### config.mk
export PLATFORM = sky130hd
export DESIGN_NAME = tin_psum_collector
export DESIGN_NICKNAME = d
export VERILOG_FILES = /design/src/rtl/tin_psum_collector.sv
export SDC_FILE = /design/constraint.sdc
export NUM_CORES = 1
export LEC_CHECK = 0
export BUFFER_PORTS_ARGS = -buffer_cell sky130_fd_sc_hd__buf_2
export CAP_MARGIN = 20
export CORE_UTILIZATION = 27
export DETAILED_ROUTE_END_ITERATION = 8
export RECOVER_POWER = 25
export SLEW_MARGIN = 40
export SYNTH_ARGS = -nofsm -noshare
export SYNTH_HDL_FRONTEND = slang
export SYNTH_SLANG_ARGS = --single-unit
export TNS_END_PERCENT = 5
### constraint.sdc
create_clock -name clk -period 6.7 [get_ports clk]
set_input_delay 1.34 -clock clk [delete_from_list [all_inputs] [get_ports clk]]
set_output_delay 1.34 -clock clk [all_outputs]
set_load 0.02 [all_outputs]
### src/rtl/tin_psum_collector.sv
// tin_psum_collector: receive end of the Tin adder tree.
// Re-times valid/first/last through a delay line matched to the tree latency,
// accumulates tree sums across the slices of one output pixel and queues each
// completed partial sum in a small FIFO with a valid/ready output.
// Optional feature macro: PSUM_SAT_EN (saturating accumulate, sticky o_sat).
module tin_psum_collector #(
  parameter int unsigned DATA_WIDTH = 32,
  parameter int unsigned LOG2TIN    = 6,
  parameter int unsigned TREE_LAT   = 6,
  parameter int unsigned ACC_W      = 48,
  parameter int unsigned FIFO_DEPTH = 4
) (
  input  logic                                 clk,
  input  logic                                 rst,
  input  logic                                 i_vld,
  input  logic                                 i_first,
  input  logic                                 i_last,
  input  logic signed [DATA_WIDTH+LOG2TIN-1:0] i_tree_dat,
  output logic                                 o_stall,
  output logic signed [ACC_W-1:0]              o_psum,
  output logic                                 o_vld,
  input  logic                                 i_rdy,
  output logic                                 o_seq_err,
  output logic                                 o_ovf_err,
  output logic                                 o_sat
);

  localparam int unsigned IN_W   = DATA_WIDTH + LOG2TIN;
  localparam int unsigned PTR_W  = (FIFO_DEPTH > 1) ? $clog2(FIFO_DEPTH) : 1;
  localparam int unsigned CNT_W  = PTR_W + 1;
  localparam int unsigned LCNT_W = $clog2(TREE_LAT + FIFO_DEPTH + 1);

  localparam logic [0:0] ST_IDLE  = 1'b0;
  localparam logic [0:0] ST_ACCUM = 1'b1;

  // Delay line of beat tags; the last stage is aligned with i_tree_dat
  logic [TREE_LAT-1:0] dl_vld;
  logic [TREE_LAT-1:0] dl_first;
  logic [TREE_LAT-1:0] dl_last;
  logic                t_vld;
  logic                t_first;
  logic                t_last;

  logic [0:0]              state;
  logic [0:0]              state_nxt;
  logic signed [ACC_W-1:0] acc;
  logic signed [ACC_W-1:0] acc_nxt;
  logic signed [ACC_W-1:0] sx;
  logic signed [ACC_W-1:0] sum;
  logic                    push;
  logic signed [ACC_W-1:0] push_val;
  logic                    seq_set;

  logic signed [ACC_W-1:0] mem [FIFO_DEPTH];
  logic [PTR_W-1:0]        rd_ptr;
  logic [PTR_W-1:0]        wr_ptr;
  logic [PTR_W-1:0]        rd_nxt;
  logic [PTR_W-1:0]        wr_nxt;
  logic [CNT_W-1:0]        count;
  logic [CNT_W-1:0]        count_nxt;
  logic                    pop;
  logic                    push_ok;
  logic                    ovf_set;
  logic signed [ACC_W-1:0] head_nxt;
  logic [LCNT_W-1:0]       lcnt;

  // Shift the tags one stage per cycle; reset flushes every in-flight beat
  always_ff @(posedge clk) begin
    if (rst) begin
      dl_vld   <= '0;
      dl_first <= '0;
      dl_last  <= '0;
    end else begin
      dl_vld[0]   <= i_vld;
      dl_first[0] <= i_first;
      dl_last[0]  <= i_last;
      for (int k = 1; k < TREE_LAT; k++) begin
        dl_vld[k]   <= dl_vld[k-1];
        dl_first[k] <= dl_first[k-1];
        dl_last[k]  <= dl_last[k-1];
      end
    end
  end

  assign t_vld   = dl_vld[TREE_LAT-1];
  assign t_first = dl_first[TREE_LAT-1];
  assign t_last  = dl_last[TREE_LAT-1];
  assign sx      = ACC_W'(i_tree_dat);

`ifdef PSUM_SAT_EN
  localparam logic signed [ACC_W-1:0] ACC_MAX = {1'b0, {(ACC_W-1){1'b1}}};
  localparam logic signed [ACC_W-1:0] ACC_MIN = {1'b1, {(ACC_W-1){1'b0}}};
  logic signed [ACC_W:0] sum_w;
  logic                  sum_ovf;
  logic                  sat_set;

  // Widened add, clamped to the signed accumulator range
  always_comb begin
    sum_w   = (ACC_W+1)'(acc) + (ACC_W+1)'(sx);
    sum_ovf = sum_w[ACC_W] ^ sum_w[ACC_W-1];
    if (sum_ovf) sum = sum_w[ACC_W] ? ACC_MIN : ACC_MAX;
    else         sum = sum_w[ACC_W-1:0];
  end
`else
  assign sum = acc + sx;
`endif

  // Group FSM: next state, accumulator update and push request
  always_comb begin
    state_nxt = state;
    acc_nxt   = acc;
    push      = 1'b0;
    push_val  = sx;
    seq_set   = 1'b0;
`ifdef PSUM_SAT_EN
    sat_set   = 1'b0;
`endif
    if (t_vld) begin
      if (t_first) begin
        // A first tag always (re)starts a group; mid-group it is a protocol error
        seq_set = (state == ST_ACCUM);
        if (t_last) begin
          push      = 1'b1;
          state_nxt = ST_IDLE;
        end else begin
          acc_nxt   = sx;
          state_nxt = ST_ACCUM;
        end
      end else if (state == ST_IDLE) begin
        seq_set = 1'b1;
      end else begin
`ifdef PSUM_SAT_EN
        sat_set = sum_ovf;
`endif
        if (t_last) begin
          push      = 1'b1;
          push_val  = sum;
          state_nxt = ST_IDLE;
        end else begin
          acc_nxt = sum;
        end
      end
    end
  end

  // FSM state and accumulator registers
  always_ff @(posedge clk) begin
    if (rst) begin
      state <= ST_IDLE;
      acc   <= '0;
    end else begin
      state <= state_nxt;
      acc   <= acc_nxt;
    end
  end

  // FIFO pointer/count arithmetic and next head value (bypass when written into empty)
  always_comb begin
    pop       = o_vld & i_rdy;
    push_ok   = push & ((count != CNT_W'(FIFO_DEPTH)) | pop);
    ovf_set   = push & ~push_ok;
    count_nxt = count + CNT_W'(push_ok) - CNT_W'(pop);
    rd_nxt    = rd_ptr + PTR_W'(pop);
    wr_nxt    = wr_ptr + PTR_W'(push_ok);
    if (push_ok && ((count - CNT_W'(pop)) == '0)) head_nxt = push_val;
    else                                          head_nxt = mem[rd_nxt];
  end

  // FIFO storage
  always_ff @(posedge clk) begin
    if (push_ok) mem[wr_ptr] <= push_val;
  end

  // FIFO control and registered head outputs
  always_ff @(posedge clk) begin
    if (rst) begin
      rd_ptr <= '0;
      wr_ptr <= '0;
      count  <= '0;
      o_vld  <= 1'b0;
      o_psum <= '0;
    end else begin
      rd_ptr <= rd_nxt;
      wr_ptr <= wr_nxt;
      count  <= count_nxt;
      o_vld  <= (count_nxt != '0);
      o_psum <= (count_nxt != '0) ? head_nxt : '0;
    end
  end

  // Sticky error flags
  always_ff @(posedge clk) begin
    if (rst) begin
      o_seq_err <= 1'b0;
      o_ovf_err <= 1'b0;
    end else begin
      o_seq_err <= o_seq_err | seq_set;
      o_ovf_err <= o_ovf_err | ovf_set;
    end
  end

`ifdef PSUM_SAT_EN
  // Sticky saturation flag
  always_ff @(posedge clk) begin
    if (rst) o_sat <= 1'b0;
    else     o_sat <= o_sat | sat_set;
  end
`else
  assign o_sat = 1'b0;
`endif

  // Stall when queued results plus results still in the tree could fill the FIFO
  always_comb begin
    lcnt = LCNT_W'(count);
    for (int k = 0; k < TREE_LAT; k++) begin
      lcnt = lcnt + LCNT_W'(dl_vld[k] & dl_last[k]);
    end
    o_stall = (lcnt >= LCNT_W'(FIFO_DEPTH));
  end

endmodule

==> impl_metrics.env <==
export IMPL_max_cap_violations=3
export IMPL_cts_tree="built"
export IMPL_min_delay_start="dl_first[4]"
export IMPL_cts_root_buffer="clkbuf_16"
export IMPL_p_per_area_nw_per_um2=306
export IMPL_layout_drive_gt1_share=0.139
export IMPL_r2r_end="mem[0][14]"
export IMPL_grt_max_degree=72
export IMPL_die_area_um2=57900
export IMPL_wl_per_cell_um=19.1
export IMPL_gp_congestion=0.908
export IMPL_design_core_area_um2=56300
export IMPL_post_route_drc_count=0
export IMPL_syn_nets=1487
export IMPL_port_buffers=95
export IMPL_yosysTopAreaCellShare=0.375
export IMPL_rsz0062_at_grt="no"
export IMPL_status="finished with violations"
export IMPL_num_rows=87
export IMPL_cts_sinks=317
export IMPL_synthCells=1382
export IMPL_numCtsBuffers=37
export IMPL_die_w_um=241
export IMPL_firstDrtPassIters=5
export IMPL_postLayoutCoreUtil=0.317
export IMPL_slew_headroom=-0.501
export IMPL_drv_slew=84
export IMPL_synthTopCellsByArea="edfxtp_1 (38%), dfxtp_1 (16%), mux4_2 (7.0%)"
export IMPL_grt_total_usage=0.149
export IMPL_min_to="dl_first[5]"
export IMPL_die_h_um=241
export IMPL_fin_crit_ns=4.65
export IMPL_ys_flop_type="edfxtp_1"
export IMPL_synthDistinctLibCells=74
export IMPL_hold_viol_final=0
export IMPL_skew_ns=0.0268
export IMPL_cts_setup_buffers=0
export IMPL_cp_data_required_time_ns=7.14
export IMPL_via_per_inst=5.02
export IMPL_end_kind="flip-flop"
export IMPL_yosys_register_bits=317
export IMPL_violations="max-capacitance violations, max-slew violations"
export IMPL_ys_async_sr_fraction=0
export IMPL_tightest_slew_ns=2.25
export IMPL_clock_latency_ns=0.56
export IMPL_ant_nets=0
export IMPL_leakagePower_uw=0.00656
export IMPL_cts_hold_buf=0
export IMPL_ir_drop_mv=0.156
export IMPL_worst_endpoint_arrival_ns=5.09
export IMPL_dp_hpwl_um=28000
export IMPL_cts_resized=0
export IMPL_hp_class="reg -> reg"
export IMPL_rr_worst_depth=6
export IMPL_critical_path_max_fanout=32
export IMPL_first_global_vias=11100
export IMPL_setup_viol=0
export IMPL_ios=97
export IMPL_htreeDepth=2
export IMPL_yosys_warnings=0
export IMPL_syn_area_um2=15400
export IMPL_grt_pass1_wl_um=66100
export IMPL_vias=11200
export IMPL_tns_ns=0
export IMPL_rrSetupSlack_ns=2.39
export IMPL_initial_core_util=0.273
export IMPL_synth_edf_count=192
export IMPL_worst_setup_path_start_kind="primary input"
export IMPL_antenna_found_initial=5
export IMPL_final_cell_mix="nand2_1 (192), edfxtp_1 (192), dfxtp_1 (124)"
export IMPL_avgSynthCellArea_um2=11.1
export IMPL_cpPeakStageDelay_ns=1.81
export IMPL_drt_iter0_markers=855
export IMPL_hold_slack_ns=0.434
export IMPL_area_growth_pct=16.1
export IMPL_worstReg2RegStart="dl_vld[5]"
export IMPL_overflow=0
export IMPL_critPathSlowestCell="ha_1"
export IMPL_synth_top_cell_by_area="edfxtp_1"
export IMPL_fin_crit_sh=0.694
export IMPL_hold_path_depth=1
export IMPL_crit_path_cell_trace="clkbuf_1 > nand2_1 > inv_1 > ha_1 > buf_4 > mux4_2 > and3_1 > a31o_2"
export IMPL_nNetsFinal=1551
export IMPL_cts_max_path_buffers=3
export IMPL_fmax_mhz=215
export IMPL_synth_seq_area_share=0.538
export IMPL_wl_um=42700
export IMPL_path_class="in -> reg"
export IMPL_cts_clk_slew_worst_paths_ns=0.06
kinds of logic (layout without fill, tap and decap cells):
family | count (synthesis) | count (layout) | synth area share
AO/OA/AOI/OAI | 372 | 372 | 0.154
XOR/XNOR | 45 | 45 | 0.0257
other | 1 | 2 | 0.000244
AND/OR/NAND/NOR | 411 | 411 | 0.124
flip-flops | 317 | 317 | 0.538
adder cells (fa/ha/maj) | 61 | 61 | 0.0516
multiplexers | 58 | 58 | 0.0772
buffers and inverters | 117 | 210 | 0.0291
report_power, final:
group	leakage, µW	switching [µW]	internal [µW]
Combinational	0.00320	684	406
Clock	0.000617	837	1270
Sequential	0.00274	54.9	2200
Total	0.00656	1580	3880
final cells by class:
cell class,instances,area (µm²)
sequential,317,8270
clock buffer,47,973
tap,756,946
clock inverter,21,297
fill,5722,38400
multi-input combinational,948,6680
timing repair buffer,113,567
inverter,29,109
antenna,1,2.50
Yosys cell counts, types with 4 or more instances:
cell type	n
nor2b_1	22
nand2_1	192
o21bai_1	10
edfxtp_1	192
dfxtp_1	125
nand4_1	21
and2_1	8
a31o_2	9
a41oi_1	4
a21o_1	30
nor2_1	66
or4_1	6
o211ai_1	19
a21oi_1	104
mux4_2	48
o21ai_0	91
a211oi_1	12
inv_1	27
ha_1	57
o211a_1	5
and3_1	16
nand3_1	28
a31oi_1	22
a21boi_0	5
mux2_2	4
nor3_1	26
buf_1	10
o21ai_1	8
o31ai_1	9
o21a_1	11
fa_1	4
xor2_1	22
a311oi_1	4
xnor2_1	23
clkbuf_1	74
mux2i_1	6
or3_1	8
flip-flops by register name, summed over array words and instances, names as in the netlist:
register   flops
acc           48
count          3
dl_first       6
dl_last        6
dl_vld         6
mem          192
o_ovf_err      1
o_psum        48
o_seq_err      1
o_vld          1
rd_ptr         2
state          1
wr_ptr         2
critical path: cells and delay by family:
family | cells | cell delay, ns
simple gates | 2 | 0.30
mux | 1 | 0.56
fa+ha+maj | 1 | 1.81
buf+inv | 3 | 0.80
compound gates | 1 | 0.21
worst max path at each step:
stage               from  slack (ns)          to
6_report           i_rdy        2.05  o_psum[45]
5_1_grt            i_rdy        1.69  o_psum[43]
4_1_cts        dl_vld[0]        2.49     o_stall
3_5_place_dp       i_rdy        2.10  o_psum[40]
3_3_place_gp       i_rdy        2.12  o_psum[40]
2_1_floorplan      i_rdy        1.03   mem[1][0]
metal layers:
| metal | wire (µm) | GRT usage | vias to the layer above | part of all wire |
|---|---|---|---|---|
| met5 | 23 | 0 | - | 0.00054 |
| met4 | 1040 | 0.0446 | 4 | 0.024 |
| met3 | 2270 | 0.0285 | 60 | 0.053 |
| met2 | 19800 | 0.239 | 325 | 0.46 |
| met1 | 19500 | 0.204 | 5523 | 0.46 |
| li1 | - | - | 5299 | - |
through the flow:
step                      cell area [µm²]  std cells  worst slack [ns]  total power [µW]
final                               17800       2232              2.05              5460
after global routing                17800       2232              1.69              5710
after CTS                           17900       2229              2.49              5570
after detailed placement            16600       2161              2.10              3440
after global placement              16600       2160              2.12              3440
after floorplan                     15400       1382              1.03              3040
Note: power is estimated with default switching activity, not from simulation.
